==> config.mk <==
export PLATFORM = sky130hd
export DESIGN_NAME = key_event_scheduler_flat
export DESIGN_NICKNAME = d
export VERILOG_FILES = /design/src/rtl/key_event_scheduler_pkg.sv /design/src/rtl/key_event_scheduler_if.sv /design/src/rtl/key_event_scheduler_debouncer.sv /design/src/rtl/key_event_scheduler.sv /design/src/flat_wrapper.sv
export SDC_FILE = /design/constraint.sdc
export NUM_CORES = 1
export LEC_CHECK = 0
export ABC_AREA = 1
export CORE_ASPECT_RATIO = 0.8
export CORE_UTILIZATION = 69
export CTS_BUF_LIST = sky130_fd_sc_hd__clkbuf_2 sky130_fd_sc_hd__clkbuf_4 sky130_fd_sc_hd__clkbuf_8
export DETAILED_ROUTE_END_ITERATION = 10
export GPL_TIMING_DRIVEN = 0
export MAX_ROUTING_LAYER = met4
export PLACE_DENSITY = 0.87
export SLEW_MARGIN = 10
export SYNTH_ARGS = -nofsm -noshare
export SYNTH_HDL_FRONTEND = slang
export SYNTH_SLANG_ARGS = --single-unit
==> constraint.sdc <==
create_clock -name CLOCK_50 -period 8.39 [get_ports CLOCK_50]
set_input_delay 0.839 -clock CLOCK_50 [delete_from_list [all_inputs] [get_ports CLOCK_50]]
set_output_delay 0.839 -clock CLOCK_50 [all_outputs]
set_load 0.05 [all_outputs]
==> src/rtl/key_event_scheduler_pkg.sv <==
`default_nettype none
// ============================================================================
// Module      : key_event_pkg
// Description : Shared defaults and width helper for the key event scheduler.
// Revision    : 1.0 - initial release
// ============================================================================
package key_event_pkg;

    localparam int NUM_KEYS_DEF        = 3;
    localparam int DEBOUNCE_CYCLES_DEF = 500000;
    localparam int FIFO_DEPTH_DEF      = 4;

    // Event ID width; never narrower than one bit.
    function automatic int id_width(input int num_keys);
        return (num_keys > 1) ? $clog2(num_keys) : 1;
    endfunction

endpackage
`default_nettype wire

==> src/rtl/key_event_scheduler_if.sv <==
`default_nettype none
// ============================================================================
// Module      : key_event_scheduler_if
// Description : Event delivery handshake between scheduler and consumer FSM.
// Revision    : 1.0 - initial release
// ============================================================================
interface key_event_scheduler_if #(
    parameter int ID_W = key_event_pkg::id_width(key_event_pkg::NUM_KEYS_DEF)
);
    logic            event_valid;
    logic [ID_W-1:0] event_id;
    logic            event_ready;
    logic            overflow;

    modport master (
        output event_valid,
        output event_id,
        output overflow,
        input  event_ready
    );

    modport slave (
        input  event_valid,
        input  event_id,
        input  overflow,
        output event_ready
    );
endinterface
`default_nettype wire

==> src/rtl/key_event_scheduler_debouncer.sv <==
`default_nettype none
// ============================================================================
// Module      : key_debouncer
// Description : Two-flop synchroniser, debounce counter and release strobe
//               for one active-low push-button.
// Revision    : 1.0 - initial release
// ============================================================================
module key_debouncer #(
    parameter int DEBOUNCE_CYCLES = key_event_pkg::DEBOUNCE_CYCLES_DEF
) (
    input  wire logic clk,
    input  wire logic rst,
    input  wire logic i_key,
    output logic      o_release
);

    localparam int                 c_CNT_W    = $clog2(DEBOUNCE_CYCLES);
    localparam logic [c_CNT_W-1:0] c_CNT_LAST = c_CNT_W'(DEBOUNCE_CYCLES - 1);

    logic               r_sync1;
    logic               r_sync2;
    logic               r_level;
    logic               r_release;
    logic [c_CNT_W-1:0] r_cnt;

    // Released (1) is the idle level, so a key held through reset stays quiet.
    always_ff @(posedge clk) begin
        if (rst) begin
            r_sync1   <= 1'b1;
            r_sync2   <= 1'b1;
            r_level   <= 1'b1;
            r_cnt     <= '0;
            r_release <= 1'b0;
        end else begin
            r_sync1   <= i_key;
            r_sync2   <= r_sync1;
            r_release <= 1'b0;
            if (r_sync2 == r_level) begin
                r_cnt <= '0;
            end else if (r_cnt == c_CNT_LAST) begin
                r_level   <= r_sync2;
                r_cnt     <= '0;
                r_release <= r_sync2;
            end else begin
                r_cnt <= r_cnt + 1'b1;
            end
        end
    end

    assign o_release = r_release;

endmodule
`default_nettype wire

==> src/rtl/key_event_scheduler.sv <==
`default_nettype none
// ============================================================================
// Module      : key_event_scheduler
// Description : Debounces KEY inputs and delivers release events one at a time
//               through a round-robin arbiter and small FIFO.
// Revision    : 1.0 - initial release
// ============================================================================
module key_event_scheduler
    import key_event_pkg::*;
#(
    parameter int NUM_KEYS        = NUM_KEYS_DEF,
    parameter int DEBOUNCE_CYCLES = DEBOUNCE_CYCLES_DEF,
    parameter int FIFO_DEPTH      = FIFO_DEPTH_DEF,
    parameter int ID_W            = id_width(NUM_KEYS)
) (
    input  wire logic                CLOCK_50,
    input  wire logic                reset,
    input  wire logic [NUM_KEYS-1:0] KEY,
    key_event_scheduler_if.master    evt
);

    localparam int                 c_PTR_W   = $clog2(FIFO_DEPTH);
    localparam int                 c_CNT_W   = $clog2(FIFO_DEPTH + 1);
    localparam logic [c_CNT_W-1:0] c_DEPTH   = c_CNT_W'(FIFO_DEPTH);
    localparam logic [ID_W-1:0]    c_RR_INIT = ID_W'(NUM_KEYS - 1);

    logic [NUM_KEYS-1:0] w_release;
    logic [NUM_KEYS-1:0] r_pending;
    logic [NUM_KEYS-1:0] w_pending_next;
    logic [NUM_KEYS-1:0] w_grant_vec;
    logic                w_grant_any;
    logic [ID_W-1:0]     w_grant_id;
    logic [ID_W-1:0]     r_rr_ptr;
    logic                w_can_push;
    logic                w_drop;
    logic                r_overflow;

    logic [ID_W-1:0]     r_mem [FIFO_DEPTH];
    logic [c_PTR_W-1:0]  r_wr_ptr;
    logic [c_PTR_W-1:0]  r_rd_ptr;
    logic [c_PTR_W-1:0]  w_rd_next;
    logic [c_CNT_W-1:0]  r_count;
    logic [c_CNT_W-1:0]  w_count_next;
    logic                w_pop;
    logic                r_valid;
    logic [ID_W-1:0]     r_head;
    logic [ID_W-1:0]     w_head_next;

    generate
        for (genvar k = 0; k < NUM_KEYS; k++) begin : g_key
            key_debouncer #(
                .DEBOUNCE_CYCLES(DEBOUNCE_CYCLES)
            ) u_debouncer (
                .clk      (CLOCK_50),
                .rst      (reset),
                .i_key    (KEY[k]),
                .o_release(w_release[k])
            );
        end
    endgenerate

    assign w_can_push = (r_count < c_DEPTH);

    // Search starts one past the last grant and wraps; first hit wins.
    always_comb begin
        w_grant_vec = '0;
        w_grant_any = 1'b0;
        w_grant_id  = '0;
        for (int i = 1; i <= NUM_KEYS; i++) begin
            for (int k = 0; k < NUM_KEYS; k++) begin
                if (((int'(r_rr_ptr) + i) % NUM_KEYS) == k && r_pending[k] &&
                    w_can_push && !w_grant_any) begin
                    w_grant_vec[k] = 1'b1;
                    w_grant_any    = 1'b1;
                    w_grant_id     = ID_W'(k);
                end
            end
        end
    end

    // A release landing on its own grant cycle re-arms the bit instead of dropping.
    assign w_pending_next = (r_pending & ~w_grant_vec) | w_release;
    assign w_drop         = |(w_release & r_pending & ~w_grant_vec);

    assign w_pop        = r_valid & evt.event_ready;
    assign w_rd_next    = r_rd_ptr + {{(c_PTR_W-1){1'b0}}, w_pop};
    assign w_count_next = r_count + {{(c_CNT_W-1){1'b0}}, w_grant_any}
                                  - {{(c_CNT_W-1){1'b0}}, w_pop};

    always_comb begin
        w_head_next = '0;
        if (w_count_next != '0) begin
            if (w_grant_any && (w_rd_next == r_wr_ptr)) begin
                w_head_next = w_grant_id;
            end else begin
                w_head_next = r_mem[w_rd_next];
            end
        end
    end

    always_ff @(posedge CLOCK_50) begin
        if (w_grant_any) begin
            r_mem[r_wr_ptr] <= w_grant_id;
        end
    end

    always_ff @(posedge CLOCK_50) begin
        if (reset) begin
            r_pending  <= '0;
            r_rr_ptr   <= c_RR_INIT;
            r_overflow <= 1'b0;
            r_wr_ptr   <= '0;
            r_rd_ptr   <= '0;
            r_count    <= '0;
            r_valid    <= 1'b0;
            r_head     <= '0;
        end else begin
            r_pending  <= w_pending_next;
            r_overflow <= r_overflow | w_drop;
            if (w_grant_any) begin
                r_rr_ptr <= w_grant_id;
                r_wr_ptr <= r_wr_ptr + 1'b1;
            end
            r_rd_ptr <= w_rd_next;
            r_count  <= w_count_next;
            r_valid  <= (w_count_next != '0);
            r_head   <= w_head_next;
        end
    end

    assign evt.event_valid = r_valid;
    assign evt.event_id    = r_head;
    assign evt.overflow    = r_overflow;

endmodule
`default_nettype wire

==> src/flat_wrapper.sv <==
// flat-port wrapper written by rule: the top's interface ports become plain ports
module key_event_scheduler_flat import key_event_pkg::*;
#(
    parameter int NUM_KEYS        = NUM_KEYS_DEF,
    parameter int DEBOUNCE_CYCLES = DEBOUNCE_CYCLES_DEF,
    parameter int FIFO_DEPTH      = FIFO_DEPTH_DEF,
    parameter int ID_W            = id_width(NUM_KEYS)
)
  (CLOCK_50, reset, KEY, evt_event_valid, evt_event_id, evt_overflow, evt_event_ready);
  key_event_scheduler_if #(.ID_W(ID_W)) evt_i ();
  input  wire logic CLOCK_50;
  input  wire logic reset;
  input  wire logic [NUM_KEYS-1:0] KEY;
  output wire logic [$bits(evt_i.event_valid)-1:0] evt_event_valid;
  output wire logic [$bits(evt_i.event_id)-1:0] evt_event_id;
  output wire logic [$bits(evt_i.overflow)-1:0] evt_overflow;
  input wire logic [$bits(evt_i.event_ready)-1:0] evt_event_ready;
  assign evt_event_valid = evt_i.event_valid;
  assign evt_event_id = evt_i.event_id;
  assign evt_overflow = evt_i.overflow;
  assign evt_i.event_ready = evt_event_ready;
  key_event_scheduler #(.NUM_KEYS(NUM_KEYS), .DEBOUNCE_CYCLES(DEBOUNCE_CYCLES), .FIFO_DEPTH(FIFO_DEPTH), .ID_W(ID_W)) u_core (.CLOCK_50(CLOCK_50), .reset(reset), .KEY(KEY), .evt(evt_i));
endmodule
==> flow_metrics.tcl <==
set metrics [dict create \
    status "complete, no violations" \
    die_h_um 73.5 \
    core_sq_mm 0.00604 \
    cts_tree "yes" \
    numCtsBuffers 9 \
    numClockSinks 93 \
    dp.cells 663 \
    place.gp.congestion 0.931 \
    diodes 0 \
    die-area_sq_mm 0.00672 \
    grt_pass1_vias 3449 \
    post_cts_resized 0 \
    dr.pass1.iters 5 \
    ant_nets 0 \
    synth.cell_area_sq_mm 0.00441 \
    wl_per_cell_um 12.5 \
    async_flop_share_pct 0 \
    path_clk_slew_ns 0.09 \
    io_pins 10 \
    slowest_delay_ns 0.37 \
    rsz0062_at_grt "no" \
    clock_skew_ns 0.0105 \
    cts_max_level 3 \
    grt_max_degree 17 \
    stdcell_count 679 \
    maxCapViolCount 0 \
    yosysUniqueCellTypes 40 \
    p_leak_uw 0.00189 \
    place_worst_setup_slack_ns 5.07 \
    path_class "register to register" \
    io_buffers 8 \
    setup_viol 0 \
    synth_edf_count 8 \
    drive_gt1_share_pct 10.2 \
    fin_util_pct 79.8 \
    synthCells 574 \
    tightestPinTransition_ns 0.546 \
    grt-ovfl-total 0 \
    synth_fp_nets 593 \
    finalWirelength_um 8500 \
    ys.flop_type "dfxtp_1" \
    fin_nets 612 \
    hp-class "register to register" \
    vdd_drop_max_uv 112 \
    crit_chain "inv_1 -> ha_1 -> nand2_1 -> nor2_1 -> nor2_4 -> nand4_1 -> nor2_2 -> nand4_2 -> inv_1 -> ha_1 -> inv_1 -> ha_1 -> inv_1 -> fa_1 -> xnor2_1 -> xor2_1 -> nand3_1 -> nand2_1 -> inv_1 -> o21ai_0 -> nor2_1" \
    cpMaxStageDelayCell "fa_1" \
    hold_viol_final 0 \
    dp_hpwl_um 6200 \
    critPathRequiredTime_ns 8.64 \
    vias_per_cell 5.43 \
    fmax_mhz 294 \
    crit_path_max_fanout 4 \
    min_period_over_period_pct 40.6 \
    vias 3689 \
    cp_data_arrival_time_ns 3.66 \
    worstSetupStartpointType "register" \
    synthToLayoutAreaGrowth_pct 9.13 \
    drc 0 \
    post_cts_buffers 0 \
    fin_tns_setup_ns 0 \
    cts_buffer_depth 2 \
    drt_iter0_drc 185 \
    fp.dieW_um 91.4 \
    start_util_pct 73.1 \
    ys_ff_latch 93 \
    clockRootBuffer "clkbuf_8" \
    max-slew-margin-rel_pct 63.3 \
    ys_warn_count 0 \
    setup_ws_ns 4.99 \
    endpoint_kind "register" \
    synth.avg_cell_area_sq_um 7.69 \
    p_per_area_mw_per_mm2 192 \
    slew_viol_final 0 \
    globalRouteTotalUtil_pct 28.0 \
    path_common_cell "inv_1" \
    fin_crit_ns 3.40 \
    clk_latency_ns 0.36 \
    power_uw 925 \
    antenna_found_initial 0 \
    holdBufCountCts 0 \
    rows 25 \
    yosysSeqAreaShare_pct 44.0 \
    grt_pass1_wl_um 14600 \
]
==> layout by cell type, fill, tap and decap left out, types with 5 or more instances in the layout <==
| master | count |
|---|---|
| inv_1 | 94 |
| dfxtp_1 | 85 |
| nand2_1 | 84 |
| nor2_1 | 72 |
| nand3_1 | 37 |
| a21oi_1 | 28 |
| nor3_1 | 23 |
| o21ai_0 | 17 |
| nor4_1 | 12 |
| xor2_1 | 12 |
| ha_1 | 12 |
| nand4_1 | 11 |
| or2_2 | 9 |
| clkbuf_8 | 9 |
| clkdlybuf4s50_1 | 8 |
| edfxtp_1 | 8 |
| nand2_2 | 6 |
| nor3_2 | 6 |
| nor2_2 | 5 |
| xnor2_1 | 5 |
| nor3b_1 | 5 |
| o21a_1 | 5 |
==> power by group <==
group / leakage (uW) / total (uW) / internal (uW) / switching [uW]
combinational: 0.00103 / 128 / 45.4 / 82.9
sequential: 0.000756 / 469 / 462 / 6.76
clock: 0.000106 / 328 / 169 / 159
total: 0.00189 / 925 / 677 / 248
==> cell usage after synthesis (8+ instances only) <==
library cell   n  area (sq um)
inv_1         94           353
o21ai_0       17          85.1
nand2_1       84           315
or2_2          9          56.3
ha_1          12           150
nand3_1       37           185
edfxtp_1       8           240
nand4_1       11          68.8
nor3_1        23           115
dfxtp_1       85          1700
xor2_1        12           105
nor4_1        12          75.1
a21oi_1       28           140
nor2_1        72           270
==> cell type report <==
class                   instances  area (sq um)
multi-input cells             376          2060
flip-flops and latches         93          1940
fillers                       418          1220
inverters                      98           368
clock buffers                   9           124
well taps                      81           101
clock inverters                 7          97.6
repair buffers                  8          80.1
plain buffers                   7          42.5
==> state kept, by name (all words and copies together), names as in the netlist <==
signal and flops:
u_core.g_key.u_debouncer.r_level 3, u_core.r_rr_ptr 2, u_core.g_key.u_debouncer.r_cnt 57, u_core.r_rd_ptr 2
u_core.r_mem 8, u_core.r_wr_ptr 2, u_core.evt.overflow 1, u_core.g_key.u_debouncer.o_release 3
u_core.r_count 3, u_core.g_key.u_debouncer.r_sync1 3, u_core.evt.event_id 2, u_core.evt.event_valid 1
u_core.r_pending 3, u_core.g_key.u_debouncer.r_sync2 3
==> through the flow <==
stage               instance area [sq um]  hold slack (ns)
finish                               4820            0.429
floorplan                            4410            0.389
CTS                                  4820            0.432
detailed placement                   4590            0.402
global route                         4820            0.440
global placement                     4590            0.396
==> layer usage <==
| layer | GRT usage, % | part of all wire (%) |
|---|---|---|
| met1 | 32.8 | 46 |
| met3 | 6.63 | 5.0 |
| met5 | - | 0 |
| met2 | 49.0 | 48 |
| met4 | 7.41 | 0.74 |
==> cells by family (layout without fill, tap and decap cells) <==
logic type,after synthesis,after routing,synth area share (%)
AO/OA/AOI/OAI,60,60,7.37
XOR/XNOR,17,17,3.37
adder cells (fa/ha/maj),13,13,3.86
buffers and inverters,105,129,9.30
flip-flops,93,93,44.0
multiplexers,1,1,0.227
AND/OR/NAND/NOR,285,285,31.9
==> final timing paths <==
kind / slack, ns / cells after the start / from / to
worst max-delay path: 4.99 / 21 / u_core.r_rr_ptr[0]$_SDFFE_PP0N_ / u_core.evt.event_id[1]$_SDFF_PP0_
worst min-delay path: 0.43 / 1 / u_core.g_key[1].u_debouncer.r_sync1$_SDFF_PP1_ / u_core.g_key[1].u_debouncer.r_sync2$_SDFF_PP1_
worst max register to register: 4.99 / 21 / u_core.r_rr_ptr[0]$_SDFFE_PP0N_ / u_core.evt.event_id[1]$_SDFF_PP0_
worst min register to register: 0.43 / 1 / u_core.g_key[1].u_debouncer.r_sync1$_SDFF_PP1_ / u_core.g_key[1].u_debouncer.r_sync2$_SDFF_PP1_
==> critical path, delay by kind of cell (launching register included) <==
kind	cells	cell delay [ns]
DFF	1	0.35
and+or+nand+nor	9	1.01
AOI/OAI and AO/OA	1	0.08
xor gates and xnor gates	2	0.38
buffers and inverters	5	0.40
adders and majority gates	4	1.10
Power figures use the tool's default switching activity.
